**config.mk**
```make
export PLATFORM = sky130hd
export DESIGN_NAME = scratchpad_access_arbiter
export DESIGN_NICKNAME = d
export VERILOG_FILES = /design/src/rtl/scratchpad_access_arbiter_pkg.sv /design/src/rtl/scratchpad_access_arbiter_rr_arbiter.sv /design/src/rtl/scratchpad_access_arbiter.sv
export SDC_FILE = /design/constraint.sdc
export NUM_CORES = 1
export LEC_CHECK = 0
export BUFFER_PORTS_ARGS = -buffer_cell sky130_fd_sc_hd__buf_2
export CAP_MARGIN = 20
export CORE_AREA = 8 8 212 214
export CTS_CLUSTER_DIAMETER = 40
export CTS_CLUSTER_SIZE = 40
export DETAILED_ROUTE_END_ITERATION = 8
export DIE_AREA = 0 0 220 222
export HOLD_SLACK_MARGIN = 0.08
export SLEW_MARGIN = 20
export SYNTH_ARGS = -nofsm -noshare
export SYNTH_HDL_FRONTEND = slang
export SYNTH_SLANG_ARGS = --single-unit
```
**constraint.sdc**
```tcl
create_clock -name clk_i -period 2.24 [get_ports clk_i]
set_clock_uncertainty 0.2 [all_clocks]
set_input_delay 0 -clock clk_i [delete_from_list [all_inputs] [get_ports clk_i]]
set_output_delay 0 -clock clk_i [all_outputs]
set_load 0.005 [all_outputs]
```
**src/rtl/scratchpad_access_arbiter_pkg.sv**
```systemverilog
// Shared types and helpers for the scratchpad access arbiter.
package scratchpad_arb_pkg;

  localparam int DEF_NUM_REQ    = 3;
  localparam int DEF_ADDR_WIDTH = 32;
  localparam int DEF_DATA_WIDTH = 64;

  // Transaction FSM encoding: IDLE -> ISSUE -> RESP -> IDLE.
  typedef logic [1:0] state_t;
  localparam state_t ST_IDLE  = 2'd0;
  localparam state_t ST_ISSUE = 2'd1;
  localparam state_t ST_RESP  = 2'd2;

  // Width of an encoded requester index; never narrower than one bit.
  function automatic int id_width(input int n);
    return (n > 1) ? $clog2(n) : 1;
  endfunction

endpackage

```
**src/rtl/scratchpad_access_arbiter_rr_arbiter.sv**
```systemverilog
// Round-robin picker: first asserted request strictly after ptr, wrapping.
module rr_arbiter #(
  parameter int NUM_REQ = 3,
  parameter int IW      = 2
) (
  input  logic [NUM_REQ-1:0] req,
  input  logic [IW-1:0]      ptr,
  input  logic               en,
  output logic [NUM_REQ-1:0] gnt,
  output logic [IW-1:0]      idx,
  output logic               any
);

  // Two ascending passes: indices above ptr first, then the wrapped ones
  // (0..ptr). The first hit in that order is the round-robin winner.
  always_comb begin
    gnt = '0;
    idx = '0;
    any = 1'b0;
    for (int i = 0; i < NUM_REQ; i++) begin
      if (en && !any && req[i] && (IW'(i) > ptr)) begin
        gnt[i] = 1'b1;
        idx    = IW'(i);
        any    = 1'b1;
      end
    end
    for (int i = 0; i < NUM_REQ; i++) begin
      if (en && !any && req[i] && (IW'(i) <= ptr)) begin
        gnt[i] = 1'b1;
        idx    = IW'(i);
        any    = 1'b1;
      end
    end
  end

endmodule

```
**src/rtl/scratchpad_access_arbiter.sv**
```systemverilog
// Serialises scratchpad accesses from several requesters onto one port.
// One access in flight; each takes IDLE/ISSUE/RESP, three cycles.
module scratchpad_access_arbiter
  import scratchpad_arb_pkg::*;
#(
  parameter int NUM_REQ    = DEF_NUM_REQ,
  parameter int ADDR_WIDTH = DEF_ADDR_WIDTH,
  parameter int DATA_WIDTH = DEF_DATA_WIDTH,
  parameter int MASK_WIDTH = DATA_WIDTH / 8
) (
  input  logic                             clk_i,
  input  logic                             rst_ni,
  input  logic                             mem_rst_i,
  input  logic [NUM_REQ-1:0]               req_valid_i,
  output logic [NUM_REQ-1:0]               req_ready_o,
  input  logic [NUM_REQ-1:0]               req_write_i,
  input  logic [NUM_REQ*ADDR_WIDTH-1:0]    req_addr_i,
  input  logic [NUM_REQ*DATA_WIDTH-1:0]    req_wdata_i,
  input  logic [NUM_REQ*MASK_WIDTH-1:0]    req_mask_i,
  output logic [NUM_REQ-1:0]               rsp_valid_o,
  output logic                             rsp_err_o,
  output logic [DATA_WIDTH-1:0]            rsp_rdata_o,
  output logic                             mem_write_o,
  output logic [ADDR_WIDTH-1:0]            mem_addr_o,
  output logic [DATA_WIDTH-1:0]            mem_wdata_o,
  output logic [MASK_WIDTH-1:0]            mem_mask_o,
  input  logic [DATA_WIDTH-1:0]            mem_rdata_i,
  output logic                             busy_o,
  output logic [id_width(NUM_REQ)-1:0]     grant_id_o
);

  localparam int IW = id_width(NUM_REQ);

  // Per-requester views of the flat request buses (same bit layout).
  logic [NUM_REQ-1:0][ADDR_WIDTH-1:0] addr_v;
  logic [NUM_REQ-1:0][DATA_WIDTH-1:0] wdata_v;
  logic [NUM_REQ-1:0][MASK_WIDTH-1:0] mask_v;

  assign addr_v  = req_addr_i;
  assign wdata_v = req_wdata_i;
  assign mask_v  = req_mask_i;

  state_t                state;
  logic [IW-1:0]         owner;
  logic [IW-1:0]         rr_ptr;
  logic                  write_q;
  logic [ADDR_WIDTH-1:0] addr_q;
  logic [DATA_WIDTH-1:0] wdata_q;
  logic [MASK_WIDTH-1:0] mask_q;
  logic [DATA_WIDTH-1:0] rdata_q;
  logic                  err_q;

  logic                  arb_en;
  logic [NUM_REQ-1:0]    gnt;
  logic [IW-1:0]         win;
  logic                  win_any;

  // Grants only from IDLE and never while the scratchpad is held in reset.
  assign arb_en = (state == ST_IDLE) && !mem_rst_i;

  rr_arbiter #(
    .NUM_REQ (NUM_REQ),
    .IW      (IW)
  ) u_rr (
    .req (req_valid_i),
    .ptr (rr_ptr),
    .en  (arb_en),
    .gnt (gnt),
    .idx (win),
    .any (win_any)
  );

  assign req_ready_o = gnt;

  // FSM, request capture and read-data capture.
  always_ff @(posedge clk_i or negedge rst_ni) begin
    if (!rst_ni) begin
      state   <= ST_IDLE;
      owner   <= '0;
      rr_ptr  <= IW'(NUM_REQ - 1);
      write_q <= 1'b0;
      addr_q  <= '0;
      wdata_q <= '0;
      mask_q  <= '0;
      rdata_q <= '0;
      err_q   <= 1'b0;
    end else begin
      case (state)
        ST_IDLE: begin
          if (win_any) begin
            // Latched here so a requester may drop valid right after ready.
            write_q <= req_write_i[win];
            addr_q  <= addr_v[win];
            wdata_q <= wdata_v[win];
            mask_q  <= mask_v[win];
            owner   <= win;
            rr_ptr  <= win;
            err_q   <= 1'b0;
            state   <= ST_ISSUE;
          end
        end
        ST_ISSUE: begin
          // Writes and aborted accesses return zero data.
          rdata_q <= (write_q || mem_rst_i) ? '0 : mem_rdata_i;
          err_q   <= mem_rst_i;
          state   <= ST_RESP;
        end
        ST_RESP: begin
          state <= ST_IDLE;
        end
        default: begin
          state <= ST_IDLE;
        end
      endcase
    end
  end

  // Scratchpad port: address held across ISSUE and RESP, strobe and mask
  // only in ISSUE and only for a write not cut off by a memory reset.
  always_comb begin
    mem_write_o = (state == ST_ISSUE) && write_q && !mem_rst_i;
    mem_addr_o  = (state == ST_IDLE) ? '0 : addr_q;
    mem_wdata_o = (state == ST_ISSUE) ? wdata_q : '0;
    mem_mask_o  = mem_write_o ? mask_q : '0;
  end

  // Completion pulse to the owner; an abort forces the error flag and zero data.
  always_comb begin
    rsp_valid_o = '0;
    for (int i = 0; i < NUM_REQ; i++) begin
      if ((state == ST_RESP) && (owner == IW'(i))) rsp_valid_o[i] = 1'b1;
    end
    rsp_err_o   = (state == ST_RESP) && (err_q || mem_rst_i);
    rsp_rdata_o = ((state == ST_RESP) && !rsp_err_o) ? rdata_q : '0;
  end

  assign busy_o     = (state != ST_IDLE);
  assign grant_id_o = owner;

endmodule

```
==> results of run 1 <==
through the flow:
stage | cells | instance area [µm²] | TNS, ps | util | worst slack, ps
floorplan | 901 | 9190 | 0 | - | 319
detailed placement | 1968 | 12900 | -24.3 | 0.310 | -12.2
global placement | 1968 | 12900 | 0 | 0.310 | 91.6
cells in the mapped netlist:
| master | n |
|---|---|
| dfrtp_1 | 174 |
| and2_1 | 137 |
| mux2i_1 | 105 |
| a22o_1 | 64 |
| nor2_1 | 63 |
| nor3_1 | 61 |
| a211oi_1 | 59 |
| a22oi_1 | 46 |
| clkbuf_1 | 46 |
| nor2b_1 | 34 |
| o21ai_0 | 26 |
| o21ai_1 | 22 |
| buf_2 | 20 |
| buf_4 | 9 |
| inv_1 | 5 |
| nand2_1 | 5 |
| buf_6 | 3 |
| nor3b_1 | 3 |
| o22ai_1 | 3 |
| a21o_1 | 2 |
| and3_1 | 2 |
| buf_1 | 2 |
| nand2b_1 | 2 |
| nor3_2 | 2 |
| a21oi_2 | 1 |
| dfstp_2 | 1 |
| inv_4 | 1 |
| nand2_2 | 1 |
| nand2_4 | 1 |
| or3_1 | 1 |
kinds of logic after synthesis:
family,Yosys count
AO/OA/AOI/OAI,223
buffers and inverters,86
flip-flops,175
multiplexers,105
AND/OR/NAND/NOR,312
==> impl_metrics.yaml, run 1 <==
clock_tree:
  cts_buffer_depth: 2
  cts_hold_buf: 401
  post-cts-setup-buffers: 1
  htree_num_levels: 4
  ctsResizeCount: 7
  cts_buffers: 17
  cts-root-buf: "clkbuf_16"
  numClockSinks: 175
synth:
  syn_area_per_cell_um2: 10.2
  synthTopCellsByArea: "dfrtp_1, mux2i_1, and2_1, a22o_1, a211oi_1"
  synth_area_mm2: 0.00919
  synth-compound-area-share: 0.178
  synth_cell_types: 30
  yosys.area_share.adder: 0
  synth_top_area_cell: "dfrtp_1"
  synthSimpleGateAreaFrac: 0.187
  synth_xor_area_frac: 0
  muxShareOfSynthArea: 0.114
  ys_seq_area_frac: 0.477
  synth-seq-cells: 175
  yosysWarnings: 0
  synth_top_family_by_area: "simple AND/OR/NAND/NOR gates"
  syn_nets: 1286
  syn_inst: 901
  synth_top_area_frac: 0.474
floorplan:
  dieHeight_um: 222
  rows: 75
  io_pins: 564
  die_width_um: 220
  initial_core_util: 0.222
placement:
  gp_congestion: 0.879
  io_buffer_count: 563
  dp_hpwl_um: 33200
run_status:
  haltStage: "clock tree synthesis"
  toolErrorMsg: "[ERROR RSZ-0060] Max buffer count reached."
  status: "stopped before the end"
==> inputs of run 2 (changes only) <==
--- a/config.mk
+++ b/config.mk
@@ -7,12 +7,10 @@
 export LEC_CHECK = 0
 export BUFFER_PORTS_ARGS = -buffer_cell sky130_fd_sc_hd__buf_2
 export CAP_MARGIN = 20
-export CORE_AREA = 8 8 212 214
-export CTS_CLUSTER_DIAMETER = 40
-export CTS_CLUSTER_SIZE = 40
+export CORE_MARGIN = 8
+export CORE_UTILIZATION = 20
 export DETAILED_ROUTE_END_ITERATION = 8
-export DIE_AREA = 0 0 220 222
-export HOLD_SLACK_MARGIN = 0.08
+export PLACE_DENSITY_LB_ADDON = 0.15
 export SLEW_MARGIN = 20
 export SYNTH_ARGS = -nofsm -noshare
 export SYNTH_HDL_FRONTEND = slang
==> run 2 against run 1 <==
Effect of this change:
- the flow now finishes without violations
- synthesized cell count stayed put
- synthesized area stayed put
==> impl_metrics.yaml, run 2 <==
clock_tree:
  numClockSinks: 175
  htree_num_levels: 4
  cts_buffers: 17
  cts-root-buf: "clkbuf_16"
  cts_buffer_depth: 2
  clk_latency_ps: 450
  path_clk_slew_ps: 70
  cts_tree: "done"
  post-cts-setup-buffers: 0
synth:
  synthMostInstantiatedCell: "dfrtp_1"
  ys.flop_type: "dfrtp_1"
  syn_inst: 901
  ys_seq_area_frac: 0.477
  syn_nets: 1286
  yosysWarnings: 0
  synth_top_area_frac: 0.474
  synth_top_area_cell: "dfrtp_1"
  syn_area_per_cell_um2: 10.2
  synth_edf_count: 0
  async_flop_share: 1.00
  yosys-top-cells-count: "dfrtp_1, and2_1, mux2i_1, a22o_1, nor2_1"
  synthTopCellsByArea: "dfrtp_1, mux2i_1, and2_1, a22o_1, a211oi_1"
  synth_area_mm2: 0.00919
  synth_cell_types: 30
  synth-seq-cells: 175
placement:
  io_buffer_count: 563
  place_inst: 2015
  preCtsSetupSlack_ps: 95.2
  gp_congestion: 0.781
  dp_hpwl_um: 33900
finish:
  most-common-layout-cells: "buf_2, dlygate4sd3_1, dfrtp_1"
  nets: 2204
  mostFrequentLayoutCell: "buf_2"
  instances_no_fill: 2441
  top_regs: "rdata_q x64, wdata_q x64, addr_q x32"
  syn_to_final_growth_pct: 89.5
  drive_gt1_frac: 0.352
  post-route-util: 0.384
drt:
  viasPerCell: 4.48
  drc_errors: 0
  initialDrtViolationCount: 492
  routedWlPerCell_um: 20.2
  drtPass1Iterations: 5
  antenna_left: 0
  wirelength_um: 49400
  vias: 10900
sta:
  fin_crit_ps: 2170
  whs_ps: 80.6
  hold_viol: 0
  period_share: 0.967
  setup_ws_ps: 74.2
  max_slew_margin: 0.665
  rsz0062_at_grt: "true"
  worst_pin_slew_ps: 502
  slew_viol_final: 0
  fmax_ghz: 0.462
  setup_viol: 0
critical_path:
  worst-path-max-fanout: 58
  endpoint_kind: "output pin"
  critical_path_class: "flop to output pin"
  arrival_ps: 1970
  startpoint_type: "flop"
  cp.required_ps: 2040
pwr:
  power.leakage_nw: 8.94
  powerDensity_mw_per_mm2: 661
  peakVddDrop_uv: 447
floorplan:
  io_pins: 564
  initial_core_util: 0.203
  dieArea_mm2: 0.0531
  dieHeight_um: 230
  die_width_um: 230
  core-area_mm2: 0.0454
  rows: 78
global_route:
  grt_max_degree: 66
  overflow: 0
  grt_pass1_wl_um: 74500
  antenna_found_initial: 9
  grt_pass1_vias: 12500
  grtUsageTotal: 0.181
min_path:
  hp-class: "input pin to flop"
run_status:
  status: "completed"
flow_run:
  cap_violations: 0
## run 2: cell counts after synthesis
Identical to the previous run, type by type.
## run 2: critical path: stages (launching register included)
cell and delay [ps]:
dfrtp_1 430, nand2b_2 300, inv_2 130, buf_12 270
and2_1 220, buf_2 150
## run 2: power by group
group / internal, W / switching [W] / total [W]
Sequential: 0.00404 / 0.000464 / 0.00451
Combinational: 0.00202 / 0.00184 / 0.00386
Clock: 0.00176 / 0.00138 / 0.00314
## run 2: final cells by class
cell class              instances  area [µm²]
fillers                      4538       28000
repair buffers                979        7160
multi-input cells             640        4480
flip-flops and latches        175        4380
well taps                     600         751
clock buffers                  23         488
clock inverters                 9         106
inverters                       6        27.5
diodes                          9        22.5
## run 2: per-stage QoR
step                      setup TNS (ps)  total power (W)  instance area (µm²)
final                                  0           0.0115                17400
after global routing                -551           0.0122                17400
after CTS                              0           0.0117                17300
after detailed placement               0          0.00788                12900
after global placement                 0          0.00784                12900
after floorplan                        0          0.00623                 9190
## run 2: path summary, 6_finish.rpt
path / startpoint / to / slack, ps / cells past startpoint
max in group asynchronous: rst_ni / rdata_q[12] / 730 / 4
min in group asynchronous: rst_ni / rdata_q[1] / 460 / 3
max reg2reg: state[0] / wdata_q[19] / 160 / 6
min reg2reg: rdata_q[40] / rdata_q[40] / 300 / 1
min: req_valid_i[0] / wdata_q[14] / 80 / 6
max: state[1] / mem_wdata_o[57] / 70 / 5
## run 2: routing by layer
metal	GRT usage	up-vias	routed length [µm]
li1	-	5089	-
met1	0.204	5260	19400
met2	0.310	486	24400
met3	0.0516	101	3440
met4	0.0901	0	2230
met5	0	-	0
## run 2: logic make-up after synthesis
kind of cell,synth area share
flops,0.477
compound gates,0.178
mux,0.114
buf+inv,0.0442
simple gates,0.187
## run 2: what timing repair did
action                                  in CTS  in global routing
endpoints found under the hold margin      346                  0
hold buffers                               384                  0
endpoints found under the setup margin       5                 34
resized for setup                            3                  5
gates cloned                                 0                  1
(Power assumes the default switching activity.)
